[src/rtl/spi_slave_word.sv]
// Full-duplex SPI slave with parametrised word width, CPOL/CPHA mode and bit order.
// SPI pins are synchronised into clk; received words and tx loads are reported as clk-domain pulses.
`timescale 1ns/1ps
module spi_slave_word #(
  parameter int              WIDTH     = 8,
  parameter bit              CPOL      = 1'b0,
  parameter bit              CPHA      = 1'b0,
  parameter bit              MSB_FIRST = 1'b1,
  parameter logic [WIDTH-1:0] TX_IDLE  = '1
) (
  input  logic             clk,
  input  logic             rst,
  input  logic             spi_clk,
  input  logic             spi_cs,
  input  logic             spi_mosi,
  output logic             spi_miso,
  output logic             spi_miso_oe,
  output logic [WIDTH-1:0] rx_data,
  output logic             rx_valid,
  output logic             rx_first,
  output logic             rx_abort,
  input  logic [WIDTH-1:0] tx_data,
  input  logic             tx_valid,
  output logic             tx_ready,
  output logic             tx_underrun,
  output logic             busy
);

  localparam int CW = $clog2(WIDTH);
  localparam logic [CW-1:0] LAST_BIT = CW'(WIDTH - 1);
  // Bit order of the preset vector: {mosi, cs, clk}
  localparam logic [2:0] SYNC_PRESET = {1'b0, 1'b1, CPOL};

  typedef enum logic {S_IDLE, S_ACTIVE} state_t;

  function automatic logic [WIDTH-1:0] shift_in(input logic [WIDTH-1:0] w, input logic b);
    if (MSB_FIRST) return {w[WIDTH-2:0], b};
    return {b, w[WIDTH-1:1]};
  endfunction

  function automatic logic first_bit(input logic [WIDTH-1:0] w);
    if (MSB_FIRST) return w[WIDTH-1];
    return w[0];
  endfunction

  function automatic logic [WIDTH-1:0] advance(input logic [WIDTH-1:0] w);
    if (MSB_FIRST) return {w[WIDTH-2:0], 1'b0};
    return {1'b0, w[WIDTH-1:1]};
  endfunction

  logic [2:0] raw_in;
  logic [2:0] sync1_reg;
  logic [2:0] sync2_reg;
  logic       sclk_d_reg;
  logic       sclk_s;
  logic       cs_s;
  logic       mosi_s;

  assign raw_in = {spi_mosi, spi_cs, spi_clk};
  assign sclk_s = sync2_reg[0];
  assign cs_s   = sync2_reg[1];
  assign mosi_s = sync2_reg[2];

  always_ff @(posedge clk or posedge rst) begin
    if (rst) begin
      sync1_reg  <= SYNC_PRESET;
      sync2_reg  <= SYNC_PRESET;
      sclk_d_reg <= CPOL;
    end else begin
      sync1_reg  <= raw_in;
      sync2_reg  <= sync1_reg;
      sclk_d_reg <= sclk_s;
    end
  end

  logic lead_edge;
  logic trail_edge;
  logic sample_edge;
  logic shift_edge;

  assign lead_edge   = (sclk_d_reg == CPOL) && (sclk_s != CPOL);
  assign trail_edge  = (sclk_d_reg != CPOL) && (sclk_s == CPOL);
  assign sample_edge = CPHA ? trail_edge : lead_edge;
  assign shift_edge  = CPHA ? lead_edge  : trail_edge;

  state_t           state_reg;
  logic [CW-1:0]    bit_cnt_reg;
  logic             first_reg;
  logic             word_done_reg;
  logic             need_load_reg;
  logic [WIDTH-1:0] rx_sh_reg;
  logic [WIDTH-1:0] tx_sh_reg;
  logic             miso_reg;
  logic [WIDTH-1:0] rx_data_reg;
  logic             rx_valid_reg;
  logic             rx_first_reg;
  logic             rx_abort_reg;
  logic             tx_ready_reg;
  logic             tx_underrun_reg;
  logic             busy_reg;

  logic             load_now;
  logic             adv_now;
  logic [WIDTH-1:0] load_word;

  assign load_word = tx_valid ? tx_data : TX_IDLE;

  // A load replaces the shift-edge advance: CPHA=0 loads once at selection and after each
  // completed word, CPHA=1 loads on the leading edge that starts every word.
  always_comb begin
    load_now = 1'b0;
    adv_now  = 1'b0;
    if (state_reg == S_IDLE) begin
      load_now = !cs_s && !CPHA;
    end else if (!cs_s && shift_edge) begin
      if (CPHA ? (bit_cnt_reg == '0) : need_load_reg) load_now = 1'b1;
      else                                            adv_now  = 1'b1;
    end
  end

  always_ff @(posedge clk or posedge rst) begin
    if (rst) begin
      state_reg       <= S_IDLE;
      bit_cnt_reg     <= '0;
      first_reg       <= 1'b0;
      word_done_reg   <= 1'b0;
      need_load_reg   <= 1'b0;
      rx_sh_reg       <= '0;
      tx_sh_reg       <= '0;
      miso_reg        <= first_bit(TX_IDLE);
      rx_data_reg     <= '0;
      rx_valid_reg    <= 1'b0;
      rx_first_reg    <= 1'b0;
      rx_abort_reg    <= 1'b0;
      tx_ready_reg    <= 1'b0;
      tx_underrun_reg <= 1'b0;
      busy_reg        <= 1'b0;
    end else begin
      busy_reg        <= !cs_s;
      rx_abort_reg    <= 1'b0;
      word_done_reg   <= 1'b0;
      tx_ready_reg    <= load_now && tx_valid;
      tx_underrun_reg <= load_now && !tx_valid;

      // Word completion is independent of the state so that a deselect right after
      // the last sample still delivers the word.
      rx_valid_reg <= word_done_reg;
      rx_first_reg <= word_done_reg && first_reg;
      if (word_done_reg) begin
        rx_data_reg <= rx_sh_reg;
        first_reg   <= 1'b0;
      end

      if (load_now) begin
        tx_sh_reg <= load_word;
        miso_reg  <= first_bit(load_word);
      end else if (adv_now) begin
        tx_sh_reg <= advance(tx_sh_reg);
        miso_reg  <= first_bit(advance(tx_sh_reg));
      end

      case (state_reg)
        S_IDLE: begin
          if (!cs_s) begin
            state_reg     <= S_ACTIVE;
            bit_cnt_reg   <= '0;
            first_reg     <= 1'b1;
            need_load_reg <= 1'b0;
            rx_sh_reg     <= '0;
          end
        end
        S_ACTIVE: begin
          if (cs_s) begin
            state_reg     <= S_IDLE;
            rx_abort_reg  <= (bit_cnt_reg != '0);
            bit_cnt_reg   <= '0;
            need_load_reg <= 1'b0;
          end else if (sample_edge) begin
            rx_sh_reg <= shift_in(rx_sh_reg, mosi_s);
            if (bit_cnt_reg == LAST_BIT) begin
              bit_cnt_reg   <= '0;
              word_done_reg <= 1'b1;
              need_load_reg <= 1'b1;
            end else begin
              bit_cnt_reg <= bit_cnt_reg + CW'(1);
            end
          end else if (shift_edge && load_now) begin
            need_load_reg <= 1'b0;
          end
        end
        default: state_reg <= S_IDLE;
      endcase
    end
  end

  assign spi_miso    = miso_reg;
  assign spi_miso_oe = busy_reg;
  assign busy        = busy_reg;
  assign rx_data     = rx_data_reg;
  assign rx_valid    = rx_valid_reg;
  assign rx_first    = rx_first_reg;
  assign rx_abort    = rx_abort_reg;
  assign tx_ready    = tx_ready_reg;
  assign tx_underrun = tx_underrun_reg;

endmodule

[config.mk]
export PLATFORM = sky130hd
export DESIGN_NAME = spi_slave_word
export DESIGN_NICKNAME = d
export VERILOG_FILES = /design/src/rtl/spi_slave_word.sv
export SDC_FILE = /design/constraint.sdc
export NUM_CORES = 1
export LEC_CHECK = 0
export BUFFER_PORTS_ARGS = -buffer_cell sky130_fd_sc_hd__clkbuf_2
export CAP_MARGIN = 0
export CELL_PAD_IN_SITES_DETAIL_PLACEMENT = 1
export CELL_PAD_IN_SITES_GLOBAL_PLACEMENT = 1
export CORE_ASPECT_RATIO = 1.1
export CORE_MARGIN = 4
export CORE_UTILIZATION = 44
export CTS_CLUSTER_DIAMETER = 200
export CTS_CLUSTER_SIZE = 16
export DETAILED_ROUTE_END_ITERATION = 16
export HOLD_SLACK_MARGIN = 0.08
export PLACE_DENSITY = 0.75
export SYNTH_ARGS = -nofsm -noshare
export SYNTH_HDL_FRONTEND = slang
export SYNTH_SLANG_ARGS = --single-unit
[constraint.sdc]
create_clock -name clk -period 1.5 [get_ports clk]
set_input_delay 0.225 -clock clk [delete_from_list [all_inputs] [get_ports clk]]
set_output_delay 0.225 -clock clk [all_outputs]
set_load 0.02 [all_outputs]
After elaboration in Yosys (flattened, before gate mapping)
Cells that the tools add are included.
- add/subtract/negate cells: 1
- eq/ne operators: 7
- muxes and demuxes: 46
- bitwise logic cells: 3
- reduce and logical (&&, ||, !) cells: 14
- operator list (cell ; count):
    8-bit 2-to-1 mux ; 8
    1-bit 2-to-1 mux ; 31
    8-bit case mux with 2 select lines ; 1
    3-bit 2-to-1 mux ; 4
    4-bit by 3-bit != test with 1-bit output (second input constant) ; 2
    1-bit logical AND ; 7
    2-bit != test (second input constant) ; 3
    3-bit case mux with 2 select lines ; 1
    3-bit AND reduction ; 2
    3-bit by 1-bit adder with 3-bit output (second input constant) ; 1
    3-bit == test (second input constant) ; 1
    3-bit != test (second input constant) ; 1
    1-bit inverter ; 3
    3-bit nonzero test ; 1
    1-bit logical NOT ; 2
    1-bit case mux with 2 select lines ; 1
    2-bit AND reduction ; 1
    2-bit nonzero test ; 1
- bits in registers: 45
- input bits: 14
- logic and storage cells: 89

Longest topological paths before layout
Gate-level depths: netlist (run 1).
- depth after elaboration: 11
- gate-level depth with buffers: 5

Least setup slack after synthesis (run 1)
Ideal clock, no wire load.
- path type: register -> register
- start: reg, netlist name busy
- end: reg tx_sh_reg[4]
- arrival time: 1191 ps
- slack: 182 ps
- cell stages (with the launch flop): 6
- path buffers: 2
- clock period less this slack: 1318 ps
- cells stage by stage: dfrtp_1 > clkbuf_2 > a21o_1 > buf_6 > nor3b_1 > o31ai_1
- RTL lines (what ; line ; RTL):
    end signal: assignment ; 155 ; tx_sh_reg <= load_word;
    end signal: assignment ; 158 ; tx_sh_reg <= advance(tx_sh_reg);
    end: declaration ; 92 ; logic [WIDTH-1:0] tx_sh_reg;

Worst setup path after layout (run 1)
- start: reg busy_reg (netlist: busy)
- end: out spi_miso_oe
- RTL lines (what ; line ; RTL):
    start: declaration ; 100 ; logic busy_reg;
    start signal: assignment ; 139 ; busy_reg <= !cs_s;
    end: declaration ; 17 ; output logic spi_miso_oe,
No word-level cell between the ends.

==> impl_results.md, run 1 <==
* GR Util All Layers at 15.4%
* Post-DP HPWL at 2290 um
* Minimum clock period at 1390 ps
* Yosys reg bits at 43
* Placeable core area at ~3700 sq um
* Status: complete, no violations
* Total gr overflow at 0
* CP Buf/Inv Count at 2
* First-pass iteration count of the detailed router at 4
* Crit-path max FO at 8
* Area grow syn2layout at 19.8%
* DRT antenna net count at 0
* Critical Path RT at 1270 ps
* Ant. Diodes at 0
* Syn_nets at 151
* Fin crit share at 92.7%
* Arr. time, crit path at about 1200 ps
* Clk_lat worst skew at roughly 300 ps
* Cell with the most instances after synthesis: dfrtp_1
* Total Wirelength at 3230 um
* Fill cell count at 405
* Largest net degree at the start of global routing at 44
* Setup Crit Path Kind: flop to output port
* Final Hold Viols at 0
* Netlist Area Pre-Place at approximately 1800 sq um
* Initial core utilization at 46.8%
* CP delay by family, top: flip-flops
* Post-synth cell types at 29
* Slew Viols, Final at 0
* Share of layout cells above drive strength 1 at 38.0%
* Flip-flop and latch area at 1080 sq um
* IO buf count at 29
* Synth Flop Type: dfrtp_1
* Placer Congestion at slightly below 0.8
* First-pass GRT wire length at 5770 um
* Die H at ~74 um
* Post-route DRC violation count at 0
* Initial antenna violation count at 0
* Worst Max-Slew Pin Slew at approximately 410 ps
* Place WS at 26.5 ps
* Via count at 1126
* # setup viols final at 0
* Clock Path Buffers at 2
* Max cap viols at 0
* Asr flop ratio synth at 100%
* Maximum vdd drop at 633 uV
* Final WS setup at 109 ps
* Clock skew at 7.29 ps
* Ranking of synthesized cells by area: dfrtp_1 57%, mux2_2 5.1%, a22o_1 5.0%
* Per-cell routed wire length at 14.6 um
* Footprint of the multi-input gates at 599 sq um
* Vias in the first global route at 1225
* Critical path capture point type: output port
* Syn_area_per_cell at about 13 sq um
* Die Width at 68.2 um
* CTS tree: yes
* Cts bufs inserted at 5
* Clk pin slew, worst setup/hold paths at 80 ps
* Row cnt at 23
* Sequential fraction of the synthesis area at 61.6%
* CP max stage delay at 530 ps
* Postcts setup bufs at 0
* Leakage at 1.04 nW
* Worst path cell trace: buf_4 -> clkbuf_2
* Slew HR at between 70 and 80%
* Power Dens Cells at 1140 nW/um^2
* Fin nets at 187
* FMAX at 0.719 GHz
* Top cells by count, synth: 40 x dfrtp_1, 11 x nand2_1, 11 x nor2_1, 10 x a22o_1, 8 x mux2_2
* Root Buffer Master: clkbuf_8
* Synth Warn # at 0
* Die area at 5060 sq um
* RSZ-0062 raised after global routing: false
* Slowest stage cell, crit path: dfrtp_1
* Synth Instances at 134
* Post-synth top area cell: dfrtp_1
* Hold WC Path Type: input pin to flop
* H-tree levels at 2
* DR iter-0 viols at 34
* Clock Sinks at 43
* I/O pins at 30
* Vias per Instance at 5.10
* EDFF count, synth at 0
* Synth top area share at between 50 and 60%
* Setup_tns at 0 ps
* Startpoint types: flop
==> routing by layer <==
metal,GRT usage [%],share of wire (%)
met1,20.1,44
met3,4.53,5.4
met4,5.30,1.6
met2,24.5,49
met5,0,0
==> through the flow <==
stage / cells / utilization (%) / total power, W / hold WS [ps] / cell area, sq um
6_report: 221 / 56.1 / 0.00240 / 211 / 2100
5_1_grt: 221 / 56.1 / 0.00252 / 231 / 2100
4_1_cts: 221 / 56.0 / 0.00243 / 210 / 2090
3_5_place_dp: 209 / 51.7 / 0.00149 / 302 / 1940
3_3_place_gp: 209 / 51.7 / 0.00147 / 279 / 1940
2_1_floorplan: 134 / - / 0.00142 / 229 / 1750
==> placed cells by master, fill, tap and decap left out, types with 3 or more instances in the layout <==
cell / n
o22ai_1: 3
nor2_1: 10
nand2b_1: 3
dfrtp_1: 40
clkbuf_8: 6
ha_1: 3
and2_1: 3
mux2_2: 8
nor3b_2: 5
a22o_1: 10
o31ai_1: 5
dlygate4sd3_1: 4
nand2_1: 11
clkbuf_2: 29
dfstp_2: 3
inv_1: 6
==> final timing paths <==
path / from / endpoint / slack (ps) / depth (start not counted)
setup / recovery: busy$_DFF_PP0_ / spi_miso_oe / 110 / 2
hold / removal: tx_valid / tx_underrun$_DFF_PP0_ / 210 / 2
setup reg to reg: sync2_reg[0]$_DFF_PP0_ / tx_sh_reg[4]$_DFFE_PP0P_ / 120 / 4
hold reg to reg: sync1_reg[2]$_DFF_PP0_ / sync2_reg[2]$_DFF_PP0_ / 350 / 0
max in group asynchronous: rst / sync1_reg[1]$_DFF_PP1_ / 710 / 4
min in group asynchronous: rst / rx_data[1]$_DFFE_PP0P_ / 520 / 4
==> report_power, final <==
part	leakage, nW	internal (W)	switching, W
Sequential	0.557	0.00122	0.0000394
Clock	0.0612	0.000539	0.000389
Combinational	0.425	0.0000882	0.000118
==> cells by family after synthesis <==
kind of cell | Yosys count | share of synthesized area, %
simple gates | 39 | 13.6
fa+ha+maj | 3 | 2.14
flops | 43 | 61.6
mux | 8 | 5.14
compound gates | 28 | 13.0
buf+inv | 13 | 4.43
==> area by class of cell <==
cell class / instances / area share (%)
tap: 50 / 2.98
clock buffer: 6 / 3.94
multi-input combinational: 78 / 28.6
sequential: 43 / 51.5
inverter: 7 / 1.25
timing repair buffer: 35 / 10.1
clock inverter: 2 / 1.67
==> repair_timing <==
item / CTS / global route
hold endpoints to repair: 43 / 0
gates resized for setup: 0 / 3
setup endpoints to repair: 0 / 16
hold buffers: 4 / 0
No activity file was read; power rests on OpenSTA's default activity.
==> inputs of run 2 (changes only) <==
--- a/config.mk
+++ b/config.mk
@@ -5,8 +5,8 @@
 export SDC_FILE = /design/constraint.sdc
 export NUM_CORES = 1
 export LEC_CHECK = 0
-export BUFFER_PORTS_ARGS = -buffer_cell sky130_fd_sc_hd__clkbuf_2
-export CAP_MARGIN = 0
+export BUFFER_PORTS_ARGS = -buffer_cell sky130_fd_sc_hd__buf_2
+export CAP_MARGIN = 30
 export CELL_PAD_IN_SITES_DETAIL_PLACEMENT = 1
 export CELL_PAD_IN_SITES_GLOBAL_PLACEMENT = 1
 export CORE_ASPECT_RATIO = 1.1
==> impl_results.md, run 2 (synthesized netlist as in run 1, its figures left out) <==
* Vias per Instance at 5.06 (-0.62%)
* Critical path capture point type: output port
* Met3 Track Usage GR at 5.59% (+1.1 points)
* RSZ-0062 raised after global routing: false
* Vias in the first global route at 1179 (-3.8%)
* Setup Crit Path Kind: flop to output port
* Initial core utilization at 46.8% (unchanged)
* Post-DP HPWL at 2320 um (+1.1%)
* CP Buf/Inv Count at 2 (unchanged)
* Crit Reg-Reg Endpoint: tx_sh_reg[5]$_DFFE_PP0P_
* Setup_tns at 0 ps (unchanged)
* CP startpoint: busy$_DFF_PP0_
* Die Width at 68.2 um (unchanged)
* Root Buffer Master: clkbuf_8
* Clk_lat worst skew at 290 ps (about the same)
* I/O pins at 30 (unchanged)
* Cts bufs inserted at 5 (unchanged)
* IO buf count at 29 (unchanged)
* Power Dens Cells at 1130 nW/um^2 (-0.82%)
* Placeable core area at 3740 sq um (unchanged)
* Max cap viols at 0 (unchanged)
* Die H at 74.2 um (unchanged)
* Fin util at 56.2% (+0.13 points)
* Share of layout cells above drive strength 1 at 38.6% (+0.58 points)
* Total gr overflow at 0 (unchanged)
* Fin nets at 187 (unchanged)
* Initial antenna violation count at 0 (unchanged)
* Fill cell count at 405 (unchanged)
* Worst R2R Path Depth at 4 (unchanged)
* Most common cell after layout, fill and taps aside: dfrtp_1
* H-tree levels at 2 (unchanged)
* DRT antenna net count at 0 (unchanged)
* Ant. Diodes at 0 (unchanged)
* WP depth at 2 (unchanged)
* Post-route DRC violation count at 0 (unchanged)
* Startpoint types: flop
* Row cnt at 23 (unchanged)
* FMAX at 0.736 GHz (+2.4%)
* Worst path cell trace: buf_4 -> buf_2
* Postcts setup bufs at 0 (unchanged)
* Final Hold Viols at 0 (unchanged)
* Maximum vdd drop at 539 uV (-15%)
* Placer Congestion at 0.795 (unchanged)
* # setup viols final at 0 (unchanged)
* Final WS setup at 142 ps (+32.7 ps)
* Status: complete, no violations
* Busiest grt layer: met2
* Clock Path Buffers at 2 (unchanged)
* Slew Viols, Final at 0 (unchanged)
* Fin crit share at 90.6% (-2.2 points)
* Leakage at 1.05 nW (+0.96%)
* CTS tree: yes
* Slowest stage cell, crit path: dfrtp_1
* Crit-path max FO at 8 (unchanged)
* Largest net degree at the start of global routing at 44 (unchanged)
* Crit path to: busy
* GRT met1 Usage at 20.0% (-0.098 points)
* CP delay by family, top: flip-flops
* DR iter-0 viols at 69 (+100%)
* Clk pin slew, worst setup/hold paths at 70 ps (about the same)
* Hold WC Path Type: input pin to flop
* R2r startpoint: sync2_reg[0]$_DFF_PP0_
* GR Util All Layers at 15.7% (+0.28 points)
* Via count at 1119 (-0.62%)
* Per-cell routed wire length at 14.7 um (+0.56%)
* Clock Sinks at 43 (unchanged)
* Place WS at 28.9 ps (+2.37 ps)
* Die area at 5060 sq um (unchanged)
* Total Wirelength at 3240 um (+0.56%)
* Minimum clock period at 1360 ps (-32.7 ps)
* Clock skew at 5.22 ps (-2.07 ps)
* Most frequent cells in the layout: 40 x dfrtp_1, 29 x buf_2, 11 x nand2_1
* Power Total at 0.00238 W (-0.58%)
* Arr. time, crit path at 1130 ps (-40 ps)
* Flop2flop setup slack at 150 ps (+30 ps)
* Area grow syn2layout at 20.1%
* First-pass iteration count of the detailed router at 4 (unchanged)
* Met2 Use GR at 24.8% (+0.32 points)
* Slew HR at 71.9% (-0.63 points)
* Critical Path RT at 1270 ps (about the same)
* First-pass GRT wire length at 5780 um (+0.12%)
* CP max stage delay at 500 ps (-30 ps)
* Worst Max-Slew Pin Slew at 421 ps (+9.46 ps)
[run 2: cell count changes in the layout (fill, tap and decap cells not counted)]
cell,previous run,this run
buf_2,0,29
clkbuf_2,29,0
nor3b_1,2,1
nor3b_2,5,6
[run 2: worst register-to-register path, cell delays in order, from the launching register on]
cell and delay, ps:
dfrtp_1 410, nand3b_4 190, a21o_2 320, nor3b_1 230, o31ai_1 90
[run 2: worst min path at each step]
stage          cells after the start  slack, ps      from                      to
3_3_place_gp                       3        300       rst  rx_data[1]$_DFFE_PP0P_
3_5_place_dp                       3        320       rst  sync2_reg[2]$_DFF_PP0_
4_1_cts                            2        190  tx_valid   tx_underrun$_DFF_PP0_
2_1_floorplan                      0        230    spi_cs  sync1_reg[1]$_DFF_PP1_
5_1_grt                            2        220  tx_valid   tx_underrun$_DFF_PP0_
6_report                           2        210  tx_valid   tx_underrun$_DFF_PP0_
[run 2: metal layers]
layer  vias to the layer above  part of all wire [%]
met1                       556                    43
met4                         0                   1.3
met3                         4                   5.1
li1                        531                     -
met2                        28                    50
met5                         -                     0
[run 2: timing repair]
item                                   4_1_cts  5_1_grt
resized for setup                            0        4
hold buffers                                 4        0
endpoints found under the hold margin       43        0
setup endpoints to repair                    0       14
[run 2: cell type report]
type	count	area (sq um)	share of cell area, %
well taps	50	62.6	2.97
repair buffers	35	213	10.1
inverters	7	26.3	1.25
clock buffers	6	82.6	3.93
flip-flops and latches	43	1080	51.3
multi-input cells	78	604	28.7
clock inverters	2	35.0	1.67
[run 2: power by group]
group	switching (W)	internal [W]	leakage [nW]
logic	0.000120	0.0000888	0.435
registers	0.0000396	0.00122	0.557
clock network	0.000372	0.000538	0.0612
[run 2: per-stage QoR]
stage               hold slack [ps]  std cells  instance area, sq um
floorplan                       229        134                  1750
global placement                295        209                  1940
detailed placement              321        209                  1940
CTS                             194        221                  2090
global route                    225        221                  2100
finish                          208        221                  2100
